**config.mk**
```make
export PLATFORM = sky130hd
export DESIGN_NAME = key_press_classifier
export DESIGN_NICKNAME = d
export VERILOG_FILES = /design/src/rtl/key_pkg.sv /design/src/rtl/key_debounce.sv /design/src/rtl/key_press_classifier.sv
export SDC_FILE = /design/constraint.sdc
export NUM_CORES = 1
export LEC_CHECK = 0
export CAP_MARGIN = 20
export CELL_PAD_IN_SITES_DETAIL_PLACEMENT = 0
export CELL_PAD_IN_SITES_GLOBAL_PLACEMENT = 1
export CORE_MARGIN = 5
export CORE_UTILIZATION = 25
export CTS_CLUSTER_SIZE = 40
export DETAILED_ROUTE_END_ITERATION = 10
export DONT_BUFFER_PORTS = 1
export PLACE_DENSITY = 0.56
export SLEW_MARGIN = 0
export SYNTH_ARGS = -nofsm -noshare
export SYNTH_HDL_FRONTEND = slang
export SYNTH_SLANG_ARGS = --single-unit
export TNS_END_PERCENT = 20
```
**constraint.sdc**
```tcl
create_clock -name CLOCK_50Mhz -period 4.5 [get_ports CLOCK_50Mhz]
set_input_delay 0.9 -clock CLOCK_50Mhz [delete_from_list [all_inputs] [get_ports CLOCK_50Mhz]]
set_output_delay 0.9 -clock CLOCK_50Mhz [all_outputs]
set_load 0.02 [all_outputs]
```
**src/rtl/key_pkg.sv**
```systemverilog
// Shared encodings for the KEY press classifier and the downstream LED shifter.
package key_pkg;

    typedef enum logic [1:0] {
        MODE_HOLD  = 2'b00,
        MODE_LEFT  = 2'b01,
        MODE_RIGHT = 2'b10
    } mode_e;

    typedef enum logic {
        ST_IDLE = 1'b0,
        ST_HELD = 1'b1
    } state_e;

    localparam logic [3:0] SECONDS_MAX = 4'd15;

    // Debounced key level plus its one-cycle edge pulses.
    typedef struct packed {
        logic stable;
        logic rise;
        logic fall;
    } key_evt_t;

    function automatic mode_e classify_press(input logic [3:0] secs,
                                             input logic [3:0] left_min,
                                             input logic [3:0] right_min);
        if (secs < left_min)
            return MODE_HOLD;
        else if (secs < right_min)
            return MODE_LEFT;
        return MODE_RIGHT;
    endfunction

endpackage

```
**src/rtl/key_debounce.sv**
```systemverilog
// Two-flop synchroniser and counting debouncer for one active-low pushbutton.
module key_debounce
    import key_pkg::*;
#(
    parameter int DEB_CYCLES = 1000000
) (
    input  logic CLOCK_50Mhz,
    input  logic RESET,
    input  logic key_n,
    output logic stable,
    output logic rise,
    output logic fall
);

    localparam int CW = (DEB_CYCLES > 1) ? $clog2(DEB_CYCLES) : 1;
    localparam logic [CW-1:0] CNT_LAST = CW'(DEB_CYCLES - 1);

    logic [1:0]    sync_q;
    logic          raw_p;
    logic          level_q;
    logic          stable_d;
    logic [CW-1:0] cnt_q;

    assign raw_p = ~sync_q[1];

    always_ff @(posedge CLOCK_50Mhz) begin
        if (RESET) begin
            sync_q   <= 2'b11;
            cnt_q    <= '0;
            level_q  <= 1'b0;
            stable   <= 1'b0;
            stable_d <= 1'b0;
        end else begin
            sync_q   <= {sync_q[0], key_n};
            stable   <= level_q;
            stable_d <= stable;
            // Only an uninterrupted run of DEB_CYCLES disagreeing samples moves the level.
            if (raw_p == level_q) begin
                cnt_q <= '0;
            end else if (cnt_q == CNT_LAST) begin
                level_q <= raw_p;
                cnt_q   <= '0;
            end else begin
                cnt_q <= cnt_q + CW'(1);
            end
        end
    end

    assign rise = stable & ~stable_d;
    assign fall = ~stable & stable_d;

endmodule

```
**src/rtl/key_press_classifier.sv**
```systemverilog
// Times each debounced KEY press in whole seconds and classifies it on release.
module key_press_classifier
    import key_pkg::*;
#(
    parameter int TICK_DIV    = 50000000,
    parameter int DEB_CYCLES  = 1000000,
    parameter int LEFT_MIN_S  = 2,
    parameter int RIGHT_MIN_S = 4
) (
    input  logic       CLOCK_50Mhz,
    input  logic       RESET,
    input  logic       KEY_N,
    output logic       PRESSED,
    output logic [3:0] SECONDS,
    output logic [1:0] MODE,
    output logic       MODE_VALID
);

    localparam int TW = (TICK_DIV > 1) ? $clog2(TICK_DIV) : 1;
    localparam logic [TW-1:0] TICK_LAST = TW'(TICK_DIV - 1);
    localparam logic [3:0]    LEFT_TH   = 4'(LEFT_MIN_S);
    localparam logic [3:0]    RIGHT_TH  = 4'(RIGHT_MIN_S);

    key_evt_t      evt;
    state_e        state_q, state_d;
    logic [TW-1:0] tick_q, tick_d;
    logic [3:0]    sec_q, sec_d;
    mode_e         mode_q, mode_d;
    logic          valid_q, valid_d;

    key_debounce #(
        .DEB_CYCLES (DEB_CYCLES)
    ) u_debounce (
        .CLOCK_50Mhz (CLOCK_50Mhz),
        .RESET       (RESET),
        .key_n       (KEY_N),
        .stable      (evt.stable),
        .rise        (evt.rise),
        .fall        (evt.fall)
    );

    always_ff @(posedge CLOCK_50Mhz) begin
        if (RESET) begin
            state_q <= ST_IDLE;
            tick_q  <= '0;
            sec_q   <= '0;
            mode_q  <= MODE_HOLD;
            valid_q <= 1'b0;
        end else begin
            state_q <= state_d;
            tick_q  <= tick_d;
            sec_q   <= sec_d;
            mode_q  <= mode_d;
            valid_q <= valid_d;
        end
    end

    always_comb begin
        state_d = state_q;
        tick_d  = tick_q;
        sec_d   = sec_q;
        mode_d  = mode_q;
        valid_d = 1'b0;
        case (state_q)
            ST_IDLE: begin
                if (evt.rise) begin
                    state_d = ST_HELD;
                    tick_d  = '0;
                    sec_d   = '0;
                end
            end
            ST_HELD: begin
                // Release wins over a coincident tick, so that tick is never counted.
                if (evt.fall) begin
                    state_d = ST_IDLE;
                    mode_d  = classify_press(sec_q, LEFT_TH, RIGHT_TH);
                    valid_d = 1'b1;
                end else if (tick_q == TICK_LAST) begin
                    tick_d = '0;
                    if (sec_q != SECONDS_MAX)
                        sec_d = sec_q + 4'd1;
                end else begin
                    tick_d = tick_q + TW'(1);
                end
            end
            default: state_d = ST_IDLE;
        endcase
    end

    assign PRESSED    = evt.stable;
    assign SECONDS    = sec_q;
    assign MODE       = mode_q;
    assign MODE_VALID = valid_q;

endmodule

```
==> run metrics, run 1 <==
maximum clock rate 493.4 MHz; Syn Inst Count 313; hold violation count in the final report 0; headroom to the max-slew limit 0.3935; Worst Hold Endpoint u_debounce.sync_q[1]; gpl congestion 0.7720; Cell Area, Synth 2739 µm²; die area 13150 µm²; minimum clock period 2027 ps; PD cells 318.1 nW/µm²; Pre-Repair DR Iteration Count 4; Synth Register Bits 59; outcome finished clean; storage element area 1181 µm²; Max clock buf depth 2; Num CTS Buffers 9; EDFF count, synth 0; Die Width 114.7 µm; Pwr Total 0.9621 mW; dominant synthesized flop cell dfxtp_1; Comb power frac 0.009; Clock Skews 8.020 ps; commonest non-fill, non-tap cell in the layout dfxtp_1; Worst EP required 4730 ps; vias in the first global route 2053; HP Start u_debounce.sync_q[0]; Worst R2R Path Depth 5; async set or reset register ratio after synthesis 0; final instance area 3024 µm²; gr usage total 0.09506; Syn Nets 319; R2R Path Start u_debounce.stable; clock-pin slew on the worst setup and hold paths 60 ps; unrepaired setup endpoints after global routing false; number of setup buffers added after CTS 0; Net Sw Power 0.2071 mW; DP HPWL 3867 µm; remaining global-route overflow 0; I/O pins 11; clock share of power 0.446; most frequent cells in the layout dfxtp_1 (59), nor2_1 (55), xor2_1 (33), nand2_1 (28), nand3_1 (22); Die Y 114.7 µm; area grow syn2layout 10.42%; VDD IR-drop max 0.1562 mV; via count 2080; clk sinks 59; Vias per Instance 4.522; MaxCap Viol Count 0; initial antenna violation count 0; # hold bufs at CTS 0; largest net degree at the start of global routing 24; Crit Path Category flip-flop to flip-flop; worst-margin pin slew 909.8 ps; max-slew violations 0; core area 10790 µm²; ANT nets after route 0; worst skew pair latency 340 ps; Cell Rows 38; worst setup margin 2473 ps; Mapped Avg Cell Area 8.750 µm²; worst-path maximum fanout 11; worst hold stages 1; Setup WS pre-CTS 2469 ps; endpoints failing setup 0; Distinct cells, synth 44; Worst setup SP type flip-flop; Sw Share 0.2153; Port Buffers 0; Final nets 321; crit-path max cell delay 750 ps; Pint 0.7549 mW; share of layout cells above drive strength 1 0.08125; setup_tns 0 ps; # diodes 0; DRC viols 0; H-tree lvl count 3; sequential fraction of the synthesis area 0.4312; CTS root buffer clkbuf_8; DP Area 2851 µm²; area taken by multi-input logic gates 1465 µm²; first-pass GRT wire length 9977 µm; Setup crit end kind flip-flop; CTS tree built; Initial Utilization 0.2538; fill count 1158; Arr. time, crit path 2250 ps; CP max-delay cell a21oi_1; worst hold path class flip-flop to flip-flop; total wire length 5550 µm; crit-path cells nand2_1 > a21oi_1 > and4_1 > xnor2_1 > nor2_1; Tcrit/Tclk final 0.4504; routed length per placed instance 12.07 µm; leak pwr 1.057 nW; Seq pwr share 0.545; Ys Warns 0; Reg2Reg Capture Point tick_q[5]; DRT iter0 DRCs 127; reg2reg setup slack 2470 ps; cells resized by post-CTS repair 0
Yosys cell counts, drive strengths merged, types with 3 or more instances:
master	count	area [µm²]
dfxtp	59	1181
nor2	56	212.7
xor2	33	289.0
nand2	28	105.1
nand3	22	110.1
nand4	15	100.1
a21oi	11	58.81
and3	11	68.82
buf	6	55.05
inv	6	22.52
nor4	6	67.56
xnor2	6	52.55
and4	5	43.79
and2	4	25.02
clkbuf	4	15.01
nor2b	4	25.02
nor3	4	20.02
ha	3	37.54
or2	3	18.77
registers in the layout (all words and copies together), names as in the netlist:
register / count
u_debounce.stable: 1
u_debounce.sync_q: 2
tick_q: 26
u_debounce.cnt_q: 20
SECONDS: 4
state_q: 1
u_debounce.stable_d: 1
MODE_VALID: 1
u_debounce.level_q: 1
MODE: 2
final cells by class:
cell class                      count  share of cell area
Clock buffer                       14             0.05379
Clock inverter                      2            0.003310
Inverter                            6            0.007447
Multi-Input combinational cell    238              0.4845
Sequential cell                    59              0.3906
Tap cell                          140             0.05792
Timing Repair Buffer                1            0.002482
layer usage:
metal	vias to the layer above	global-route usage	wire [µm]
met1	968	0.1231	2785
met4	0	0.03800	91
met2	20	0.1424	2467
met5	-	0	0
li1	1082	-	-
met3	10	0.03541	206
critical path, delay by kind of cell (launching register included):
family | cells | cell delay (ps)
simple gates | 3 | 520
flops | 1 | 520
compound gates | 1 | 750
xor+xnor | 1 | 120
cells by family after synthesis:
family	after synthesis	share of synthesized area
and+or+nand+nor	171	0.3317
buffers and inverters	16	0.03380
muxes	3	0.01142
xor gates and xnor gates	39	0.1247
adders and majority gates	3	0.01371
DFF	59	0.4312
AOI/OAI and AO/OA	22	0.05345
worst max-delay path by stage:
stage                      to              start  slack [ps]
finish              tick_q[5]  u_debounce.stable        2470
global route        tick_q[9]  u_debounce.stable        2290
CTS                 tick_q[5]  u_debounce.stable        2460
detailed placement  tick_q[5]  u_debounce.stable        2470
global placement    tick_q[5]  u_debounce.stable        2510
floorplan           tick_q[7]  u_debounce.stable        2780
power groups by stage:
stage | registers (mW) | clock network [mW] | logic (mW)
after floorplan | 0.535 | 0 | 0.0100
after global placement | 0.536 | 0 | 0.00934
after detailed placement | 0.536 | 0 | 0.00922
after CTS | 0.524 | 0.452 | 0.00925
after global routing | 0.524 | 0.476 | 0.0101
final | 0.524 | 0.429 | 0.00891
stage by stage:
step                cells    util  hold WS, ps
detailed placement    444  0.2642        408.1
finish                460  0.2802        414.8
global route          460  0.2802        441.6
global placement      444  0.2642        391.7
floorplan             313       -        389.5
CTS                   460  0.2802        421.1
No activity file was read; power rests on OpenSTA's default activity.
==> run 2, diff against run 1 <==
==> constraint.sdc (replaced) <==
create_clock -name CLOCK_50Mhz -period 1.9 [get_ports CLOCK_50Mhz]
set_input_delay 0.38 -clock CLOCK_50Mhz [delete_from_list [all_inputs] [get_ports CLOCK_50Mhz]]
set_output_delay 0.38 -clock CLOCK_50Mhz [all_outputs]
set_load 0.02 [all_outputs]
==> run 2 against run 1 <==
Effect of this change: flip-flop and latch count unchanged; maximum frequency increased by 12%; setup slack got worse by 2400 ps; global-route usage increased by 0.19 points; critical path depth increased by 2; first-iteration DRC count increased by 32%; clock power increased to 2.7 times the previous value; sequential power increased by 140%; hold slack got worse by 310 ps.
==> run metrics, run 2 (synthesis results as in run 1) <==
Final nets 340; routed length per placed instance 12.27 µm; Vias per Instance 4.556; Worst Hold Endpoint tick_q[0]; unrepaired setup endpoints after global routing true; Max clock buf depth 2; Pwr Total 2.425 mW; I/O pins 11; cells resized by post-CTS repair 0; remaining global-route overflow 0; Layout Cells excl Fill 478; core area 10790 µm²; leak pwr 1.168 nW; Tcrit/Tclk final 0.9504; maximum clock rate 553.8 MHz; HP Start RESET; crit-path cells ha_1 > nand2_1 > nor4_4 > buf_4 > a2111oi_2 > a41oi_1 > a21oi_1; Crit Path Category flip-flop to flip-flop; minimum clock period 1806 ps; clock-pin slew on the worst setup and hold paths 60 ps; Die Width 114.7 µm; Pre-Repair DR Iteration Count 4; most frequent cells in the layout dfxtp_1 (59), nor2_1 (55), xor2_1 (33), nand2_1 (28), nand3_1 (22); Met2 Wirelength 2541 µm; worst-path maximum fanout 4; # diodes 0; CTS tree built; Worst R2R Path Depth 7; PD cells 756.5 nW/µm²; DP HPWL 4015 µm; Crit path max-delay family compound AO/OA/AOI/OAI gates; CTS root buffer clkbuf_8; max-slew violations 0; number of flip-flops in the largest register 26; Arr. time, crit path 2090 ps; crit-path max cell delay 470 ps; worst-margin pin slew 500.1 ps; outcome finished clean; Worst EP required 2180 ps; area grow syn2layout 17.04%; Worst setup SP type flip-flop; die area 13150 µm²; reg2reg setup slack 90 ps; gr usage total 0.09701; via count 2178; Reg2Reg Capture Point tick_q[22]; clk sinks 59; wl on met1 2872 µm; headroom to the max-slew limit 0.6659; DRC viols 0; first-pass GRT wire length 10010 µm; H-tree lvl count 3; Setup crit end kind flip-flop; metal3 WL 360 µm; Initial Utilization 0.2538; largest net degree at the start of global routing 24; worst skew pair latency 340 ps; total wire length 5867 µm; Die Y 114.7 µm; Port Buffers 0; gpl congestion 0.7532; top sig layer met4; Cell Rows 38; placed cells 462; VDD IR-drop max 0.3941 mV; R2R Path Start tick_q[0]; Buffers & Inverters on Critical Path 1; worst hold stages 1; Clock Skews 6.271 ps; Num CTS Buffers 9; share of layout cells above drive strength 1 0.1361; MaxCap Viol Count 0; ANT nets after route 0; number of setup buffers added after CTS 0; Reg with most FFs tick_q; # hold bufs at CTS 0; commonest non-fill, non-tap cell in the layout dfxtp_1; hold violation count in the final report 0; DRT iter0 DRCs 168; endpoints failing setup 0; initial antenna violation count 0; CP max-delay cell a2111oi_2; worst hold path class primary input to flip-flop; setup_tns 0 ps; vias in the first global route 2138
[run 2: layout make-up]
class / instances / area [µm²]
clock buffers: 13 / 158.9
inverters: 6 / 22.52
multi-input cells: 239 / 1478
clock inverters: 2 / 35.03
flip-flops and latches: 59 / 1181
well taps: 140 / 175.2
repair buffers: 19 / 155.1
fillers: 1139 / 7587
[run 2: worst register-to-register path, delay by kind of cell (launching register included)]
kind | cells | cell delay [ps]
buf+inv | 1 | 150
fa+ha+maj | 1 | 260
flops | 1 | 340
compound gates | 3 | 800
simple gates | 2 | 210
[run 2: metrics by stage]
stage / setup slack, ps / utilization / area, µm² / hold WS [ps]
after CTS: 69.18 / 0.2959 / 3193 / 75.92
after detailed placement: 81.81 / 0.2779 / 2999 / 400.7
after floorplan: 176.3 / - / 2739 / 389.5
after global routing: -0.8873 / 0.2970 / 3206 / 72.16
final: 94.16 / 0.2970 / 3206 / 103.1
after global placement: 107.5 / 0.2779 / 2999 / 398.2
[run 2: per-layer routing]
metal | GRT usage | vias up
li1 | - | 1122
met1 | 0.1172 | 1001
met2 | 0.1467 | 43
met3 | 0.04440 | 12
met4 | 0.04434 | 0
met5 | 0 | -
[run 2: power by group]
| group | internal (mW) | switching [mW] | total [mW] |
|---|---|---|---|
| registers | 1.24 | 0.00149 | 1.24 |
| clock network | 0.669 | 0.489 | 1.16 |
| logic | 0.0106 | 0.0157 | 0.0263 |
[run 2: worst max-delay path by stage]
| stage | startpoint | end | slack, ps | cells past startpoint |
|---|---|---|---|---|
| finish | tick_q[0] | tick_q[22] | 90 | 7 |
| detailed placement | u_debounce.cnt_q[11] | u_debounce.cnt_q[4] | 80 | 5 |
| global route | tick_q[0] | tick_q[22] | -0.9 | 7 |
| floorplan | u_debounce.stable | tick_q[7] | 180 | 6 |
| global placement | u_debounce.cnt_q[11] | u_debounce.cnt_q[6] | 110 | 5 |
| CTS | u_debounce.cnt_q[11] | u_debounce.cnt_q[17] | 70 | 5 |
